===== src/rtl/operator_waveform.sv =====
// operator_waveform: per-operator phase accumulators feeding a log-sine /
// exponential waveform synthesizer; 4-stage pipeline from tick to signed sample.
module operator_waveform #(
   parameter int unsigned NUM_OPS = 18,
   parameter int unsigned SILENCE = 511
) (
   input  logic               clk,
   input  logic               rst,
   input  logic               sample_clk_en,
   input  logic [4:0]         op_num,
   input  logic [9:0]         fnum,
   input  logic [2:0]         block,
   input  logic [3:0]         mult,
   input  logic [1:0]         ws,
   input  logic [8:0]         env,
   input  logic [9:0]         modulation,
   input  logic               key_on_pulse,
   output logic signed [12:0] out,
   output logic [4:0]         out_op_num,
   output logic               out_valid
);

   localparam real PI = 3.14159265358979323846;
   localparam logic [8:0] SILENCE_ENV = 9'(SILENCE);

   // ROM images are built at elaboration; a runtime part-select becomes the ROM.
   function automatic logic [256*12-1:0] gen_logsin();
      logic [256*12-1:0] rom;
      logic [11:0]       base;
      real               s;
      rom = '0;
      for (int unsigned a = 0; a < 256; a++) begin
         base = 12'(a * 12);
         s = $sin((real'(a) + 0.5) * PI / 512.0);
         rom[base +: 12] = 12'($rtoi(-$ln(s) / $ln(2.0) * 256.0 + 0.5));
      end
      return rom;
   endfunction

   function automatic logic [256*10-1:0] gen_exp();
      logic [256*10-1:0] rom;
      logic [11:0]       base;
      rom = '0;
      for (int unsigned a = 0; a < 256; a++) begin
         base = 12'(a * 10);
         rom[base +: 10] = 10'($rtoi(($pow(2.0, real'(a) / 256.0) - 1.0) * 1024.0 + 0.5));
      end
      return rom;
   endfunction

   localparam logic [256*12-1:0] LOGSIN_ROM = gen_logsin();
   localparam logic [256*10-1:0] EXP_ROM    = gen_exp();

   logic [19:0] phase_q [NUM_OPS];
   logic [19:0] phase_d [NUM_OPS];

   logic        vld0_q, vld0_d, neg0_q, neg0_d, mute0_q, mute0_d;
   logic [7:0]  addr0_q, addr0_d;
   logic [8:0]  env0_q, env0_d;
   logic [4:0]  op0_q, op0_d;

   logic        vld1_q, vld1_d, neg1_q, neg1_d, mute1_q, mute1_d;
   logic [11:0] logsin1_q, logsin1_d;
   logic [8:0]  env1_q, env1_d;
   logic [4:0]  op1_q, op1_d;

   logic        vld2_q, vld2_d, neg2_q, neg2_d, mute2_q, mute2_d;
   logic [9:0]  exp2_q, exp2_d;
   logic [4:0]  shift2_q, shift2_d;
   logic [4:0]  op2_q, op2_d;

   logic signed [12:0] out_q, out_d;
   logic [4:0]         out_op_q, out_op_d;
   logic               out_valid_q, out_valid_d;

   logic [4:0]  mult2;
   logic [16:0] shifted;
   logic [19:0] inc;
   logic [19:0] cur_phase;
   logic [9:0]  idx;
   logic [12:0] att;
   logic [11:0] base_mag;
   logic [11:0] mag;

   always_comb begin
      mult2 = '0;
      case (mult)
         4'd0:  mult2 = 5'd1;
         4'd1:  mult2 = 5'd2;
         4'd2:  mult2 = 5'd4;
         4'd3:  mult2 = 5'd6;
         4'd4:  mult2 = 5'd8;
         4'd5:  mult2 = 5'd10;
         4'd6:  mult2 = 5'd12;
         4'd7:  mult2 = 5'd14;
         4'd8:  mult2 = 5'd16;
         4'd9:  mult2 = 5'd18;
         4'd10: mult2 = 5'd20;
         4'd11: mult2 = 5'd20;
         4'd12: mult2 = 5'd24;
         4'd13: mult2 = 5'd24;
         4'd14: mult2 = 5'd30;
         4'd15: mult2 = 5'd30;
         default: mult2 = '0;
      endcase
      shifted = {7'd0, fnum} << block;
      inc = 20'(({5'd0, shifted} * {17'd0, mult2}) >> 1);

      cur_phase = '0;
      for (int unsigned i = 0; i < NUM_OPS; i++) begin
         if (op_num == 5'(i)) cur_phase = phase_q[i];
      end

      // Key-on outranks the advance; the sample still sees the pre-update phase.
      phase_d = phase_q;
      for (int unsigned i = 0; i < NUM_OPS; i++) begin
         if (op_num == 5'(i)) begin
            if (key_on_pulse)       phase_d[i] = '0;
            else if (sample_clk_en) phase_d[i] = phase_q[i] + inc;
         end
      end

      idx     = cur_phase[19:10] + modulation;
      vld0_d  = sample_clk_en;
      addr0_d = idx[8] ? ~idx[7:0] : idx[7:0];
      neg0_d  = (ws == 2'd0) && idx[9];
      mute0_d = (env >= SILENCE_ENV) || ((ws == 2'd1) && idx[9]) || ((ws == 2'd3) && idx[8]);
      env0_d  = env;
      op0_d   = op_num;

      vld1_d    = vld0_q;
      logsin1_d = LOGSIN_ROM[{4'd0, addr0_q} * 12'd12 +: 12];
      neg1_d    = neg0_q;
      mute1_d   = mute0_q;
      env1_d    = env0_q;
      op1_d     = op0_q;

      att      = {1'b0, logsin1_q} + {1'b0, env1_q, 3'b000};
      vld2_d   = vld1_q;
      exp2_d   = EXP_ROM[{4'd0, ~att[7:0]} * 12'd10 +: 10];
      shift2_d = att[12:8];
      neg2_d   = neg1_q;
      mute2_d  = mute1_q;
      op2_d    = op1_q;

      base_mag    = {1'b1, exp2_q, 1'b0};
      mag         = (shift2_q >= 5'd12) ? '0 : (base_mag >> shift2_q);
      out_valid_d = vld2_q;
      out_d       = out_q;
      out_op_d    = out_op_q;
      if (vld2_q) begin
         out_op_d = op2_q;
         if (mute2_q)     out_d = '0;
         else if (neg2_q) out_d = -$signed({1'b0, mag});
         else             out_d = $signed({1'b0, mag});
      end
   end

   always_ff @(posedge clk) begin
      if (rst) begin
         phase_q     <= '{default: '0};
         vld0_q      <= 1'b0;
         neg0_q      <= 1'b0;
         mute0_q     <= 1'b0;
         addr0_q     <= '0;
         env0_q      <= '0;
         op0_q       <= '0;
         vld1_q      <= 1'b0;
         neg1_q      <= 1'b0;
         mute1_q     <= 1'b0;
         logsin1_q   <= '0;
         env1_q      <= '0;
         op1_q       <= '0;
         vld2_q      <= 1'b0;
         neg2_q      <= 1'b0;
         mute2_q     <= 1'b0;
         exp2_q      <= '0;
         shift2_q    <= '0;
         op2_q       <= '0;
         out_q       <= '0;
         out_op_q    <= '0;
         out_valid_q <= 1'b0;
      end else begin
         phase_q     <= phase_d;
         vld0_q      <= vld0_d;
         neg0_q      <= neg0_d;
         mute0_q     <= mute0_d;
         addr0_q     <= addr0_d;
         env0_q      <= env0_d;
         op0_q       <= op0_d;
         vld1_q      <= vld1_d;
         neg1_q      <= neg1_d;
         mute1_q     <= mute1_d;
         logsin1_q   <= logsin1_d;
         env1_q      <= env1_d;
         op1_q       <= op1_d;
         vld2_q      <= vld2_d;
         neg2_q      <= neg2_d;
         mute2_q     <= mute2_d;
         exp2_q      <= exp2_d;
         shift2_q    <= shift2_d;
         op2_q       <= op2_d;
         out_q       <= out_d;
         out_op_q    <= out_op_d;
         out_valid_q <= out_valid_d;
      end
   end

   assign out        = out_q;
   assign out_op_num = out_op_q;
   assign out_valid  = out_valid_q;

endmodule


===== config.mk =====
export PLATFORM = sky130hd
export DESIGN_NAME = operator_waveform
export DESIGN_NICKNAME = d
export VERILOG_FILES = /design/src/rtl/operator_waveform.sv
export SDC_FILE = /design/constraint.sdc
export NUM_CORES = 2
export LEC_CHECK = 0
export CAP_MARGIN = 20
export CORE_MARGIN = 2
export CORE_UTILIZATION = 35
export CTS_CLUSTER_DIAMETER = 120
export DETAILED_ROUTE_END_ITERATION = 8
export GPL_ROUTABILITY_DRIVEN = 0
export GPL_TIMING_DRIVEN = 1
export PLACE_DENSITY = 0.52
export SYNTH_ARGS = -nofsm -noshare
export SYNTH_HDL_FRONTEND = slang
export SYNTH_SLANG_ARGS = --single-unit

===== constraint.sdc =====
create_clock -name clk -period 17.63 [get_ports clk]
set_input_delay 1.763 -clock clk [delete_from_list [all_inputs] [get_ports clk]]
set_output_delay 1.763 -clock clk [all_outputs]
set_load 0.02 [all_outputs]

==> metrics.md <==
| Metric | Value |
|---|---|
| Int Pwr | `between 2 and 3 mW` |
| Worst setup SP type | `input pin` |
| Worst Hold Class | `reg -> reg` |
| FMAX | `106 MHz` |
| Hold path endpoint | `env1_q[3]` |
| Fillers | `about 12000` |
| First-pass detailed-route iteration total | `8` |
| Hold Vio Cnt, Final | `0` |
| Placed cells | `6720` |
| Ys async rst share | `0` |
| Clock power frac | `0.270` |
| Routed wire per std cell | `19.3 um` |
| Synth warnings | `0` |
| CTS max path bufs | `3` |
| Worst skew pair latency | `0.68 ns` |
| Hold Path Origin | `env0_q[3]` |
| Total power draw | `4.77 mW` |
| Setup violators final | `0` |
| Vias in the first global route | `36700` |
| Cell area after layout | `45400 sq um` |
| Die footprint | `120000 sq um` |
| Reg2reg end | `mute0_q` |
| Sequential share of the synthesized area | `0.222` |
| VDD IR-drop max | `about 90 uV` |
| Die width | `roughly 350 um` |
| Post-Syn Area | `between 40000 and 50000 sq um` |
| Met1 Use GR | `0.284` |
| CTS tree | `done` |
| DRC | `0` |
| RSZ-0062 raised after global routing | `no` |
| Final worst path period need | `~9.4 ns` |
| CP Max Fanout | `18` |
| Synth Register Bits | `456` |
| Static leakage power | `18.3 nW` |
| Row cnt | `125` |
| Vias after detailed routing | `a little under 40000` |
| Fin nets | `between 5000 and 6000` |
| Number of buffers created by CTS | `57` |
| Total global-route track usage | `0.210` |
| Postcts setup bufs | `0` |
| Final cell count without fillers | `6826` |
| GRT busiest layer | `met2` |
| Syn_nets | `5885` |
| Cts hold-fix bufs | `0` |
| Post-synth top area share | `0.222` |
| Placed Area | `43300 sq um` |
| Setup slack, reg-to-reg | `12.87 ns` |
| Hold depth | `1` |
| Ports | `66` |
| DP HPWL | `89800 um` |
| Combinational share of power | `0.497` |
| Nature of the critical path endpoint | `flip-flop` |
| CORE AREA | `116000 sq um` |
| Status | `completed` |
| CTS Root Cell | `clkbuf_16` |
| Initial antenna violation count | `2` |
| Worst EP arrival | `9.98 ns` |
| Detailed Route Iter0 Violations | `3032` |
| Area grow syn2layout | `10.4%` |
| # clock sinks | `approximately 460` |
| Resized cells post-CTS | `0` |
| First-pass GRT wire length | `206000 um` |
| Critical setup path kind | `in -> reg` |
| ANT nets after route | `0` |
| CTS H-tree lvls | `2` |
| Post-Synthesis Cells | `about 5400` |
| Max cap viols | `0` |
| Final design utilization | `0.390` |
| Pwr dens | `approximately 110 nW/um^2` |
| Psw | `2.03 mW` |
| Sequential share of power | `0.233` |
| Primary FF master, synth | `dfxtp_1` |
| GR Util met3 | `0.0221` |
| Via/cell ratio | `5.79` |
| DIE HEIGHT | `about 350 um` |
| Relative slew slack | `0.286` |
| Met2 Usage GRT | `0.352` |
| Hold_ws | `0.422 ns` |
| Required time worst endpoint | `approximately 18 ns` |
| Initial core utilization | `0.353` |
| Port Buffers | `65` |
| Post-synth EDFFs | `0` |
| Grt total ovfl | `0` |
| Cell taking the most area after synthesis | `dfxtp_1` |
| ANT cells | `0` |
| Largest net degree at the start of global routing | `between 100 and 150` |
| Syn avg cell area | `approximately 7.7 sq um` |
| Switching part of the total | `0.427` |
| Final wirelength | `about 130000 um` |
| Share of layout cells above drive strength 1 | `0.0607` |
| Reg2Reg Depth | `17` |
| Synth area leaders | `dfxtp_1 (22%), ha_1 (13%), nor2_1 (5.9%), a21oi_1 (5.3%), xnor2_1 (4.3%)` |
| Worst r2r src | `phase_q[270]` |
| Tcrit/Tclk final | `0.534` |
| Synth unique cells | `84` |
| Clock skew | `0.0576 ns` |
| Pre-CTS setup slack | `7.56 ns` |
| Total negative slack | `0 ns` |
| Worst setup slack after layout | `8.21 ns` |
| Worst-Margin Slew | `roughly 1.1 ns` |
| Pins over their slew limit | `0` |
| CTS clk-pin slew, worst paths | `~0.06 ns` |
synth_stat cells, types with 26 or more instances:
master	number
or3_1	82
o21ai_0	308
a22oi_1	219
a21o_1	78
clkbuf_1	270
a211oi_1	115
nor2_1	648
ha_1	418
o21a_1	101
nor3b_1	49
o211ai_1	66
or4b_2	29
nor3_1	151
dfxtp_1	456
nand3_1	94
xnor2_1	200
inv_1	179
or2_2	26
a21oi_1	433
nand2b_1	52
and3_1	47
buf_1	26
nand2_1	381
nand3b_1	73
o311ai_0	34
fa_1	64
nand4_1	26
mux2i_1	33
or4_1	41
nor2b_1	138
xor2_1	34
nor4_1	79
a31oi_1	52
cells in the final DEF (no fill, tap or decap), types with 34 or more instances in the layout:
master           instances
a211oi_1               115
a21o_1                  78
a21oi_1                432
a22oi_1                219
a31oi_1                 52
and3_1                  47
buf_4                   78
clkbuf_16               57
clkdlybuf4s50_1         63
dfxtp_1                452
fa_1                    63
ha_1                   416
inv_1                  178
nand2_1                381
nand2b_1                52
nand3_1                 94
nand3b_1                73
nor2_1                 648
nor2b_1                138
nor3_1                 150
nor3b_1                 49
nor4_1                  78
o211ai_1                66
o21a_1                 101
o21ai_0                308
o311ai_0                34
or3_1                   82
or4_1                   41
xnor2_1                186
power by group through the flow:
stage          sequential (mW)  combinational, mW  clock [mW]
2_1_floorplan             1.10               1.73           0
3_3_place_gp              1.13               2.34           0
3_5_place_dp              1.13               2.34           0
4_1_cts                   1.11               2.36        1.33
5_1_grt                   1.11               2.62        1.37
6_report                  1.11               2.37        1.29
critical path: stages:
cell             delay, ns
clkdlybuf4s50_1       0.80
mux2_2                0.40
o21ai_0               0.21
inv_1                 0.07
a21oi_1               0.37
nor2b_1               0.12
fa_1                  0.49
fa_1                  0.50
inv_1                 0.05
fa_1                  0.48
inv_1                 0.04
ha_1                  0.20
or3_1                 0.42
a211oi_1              0.38
nor2_1                0.14
xnor2_2               0.14
buf_4                 0.43
ha_1                  0.38
a21o_1                0.19
a21oi_1               0.26
nor3b_1               0.35
o211ai_1              0.22
a2111oi_0             0.85
or3b_2                0.26
nor3_1                0.04
a2111oi_0             0.31
nand2_1               0.08
flip-flops by register name, indices dropped and copies added, names as in the netlist, 8 cells and up:
signal / flops
logsin1_q: 12
exp2_q: 10
addr0_q: 8
env0_q: 9
out: 13
env1_q: 9
phase_q: 360
final cells by class:
cell class | count | area (sq um) | area share
Multi-Input combinational cell | 4416 | 30400 | 0.669
Sequential cell | 456 | 9130 | 0.201
Tap cell | 1524 | 1910 | 0.0420
Clock buffer | 80 | 1680 | 0.0371
Timing Repair Buffer | 144 | 1260 | 0.0278
Inverter | 181 | 679 | 0.0150
Clock inverter | 25 | 357 | 0.00786
cells by family after synthesis:
group | count (synthesis) | share of synthesized area
AO/OA/AOI/OAI | 1673 | 0.267
AND/OR/NAND/NOR | 1971 | 0.240
XOR/XNOR | 235 | 0.0502
adder cells (fa/ha/maj) | 482 | 0.158
multiplexers | 55 | 0.0183
flip-flops | 456 | 0.222
buffers and inverters | 484 | 0.0447
layer usage:
metal,routed length [um],vias to the layer above
li1,-,19600
met5,13,-
met1,61200,18800
met4,3500,2
met3,5720,198
met2,61000,891
worst max path at each step:
| stage | slack (ns) | to | from | cells after the start |
|---|---|---|---|---|
| after global routing | 7.49 | phase_q[219] | block[0] | 26 |
| after CTS | 8.24 | phase_q[39] | block[0] | 27 |
| after floorplan | 8.55 | phase_q[219] | block[0] | 26 |
| after global placement | 7.60 | phase_q[219] | block[0] | 29 |
| after detailed placement | 7.56 | phase_q[39] | block[0] | 27 |
| final | 8.21 | phase_q[39] | block[0] | 27 |
No activity file was read; power rests on OpenSTA's default activity.
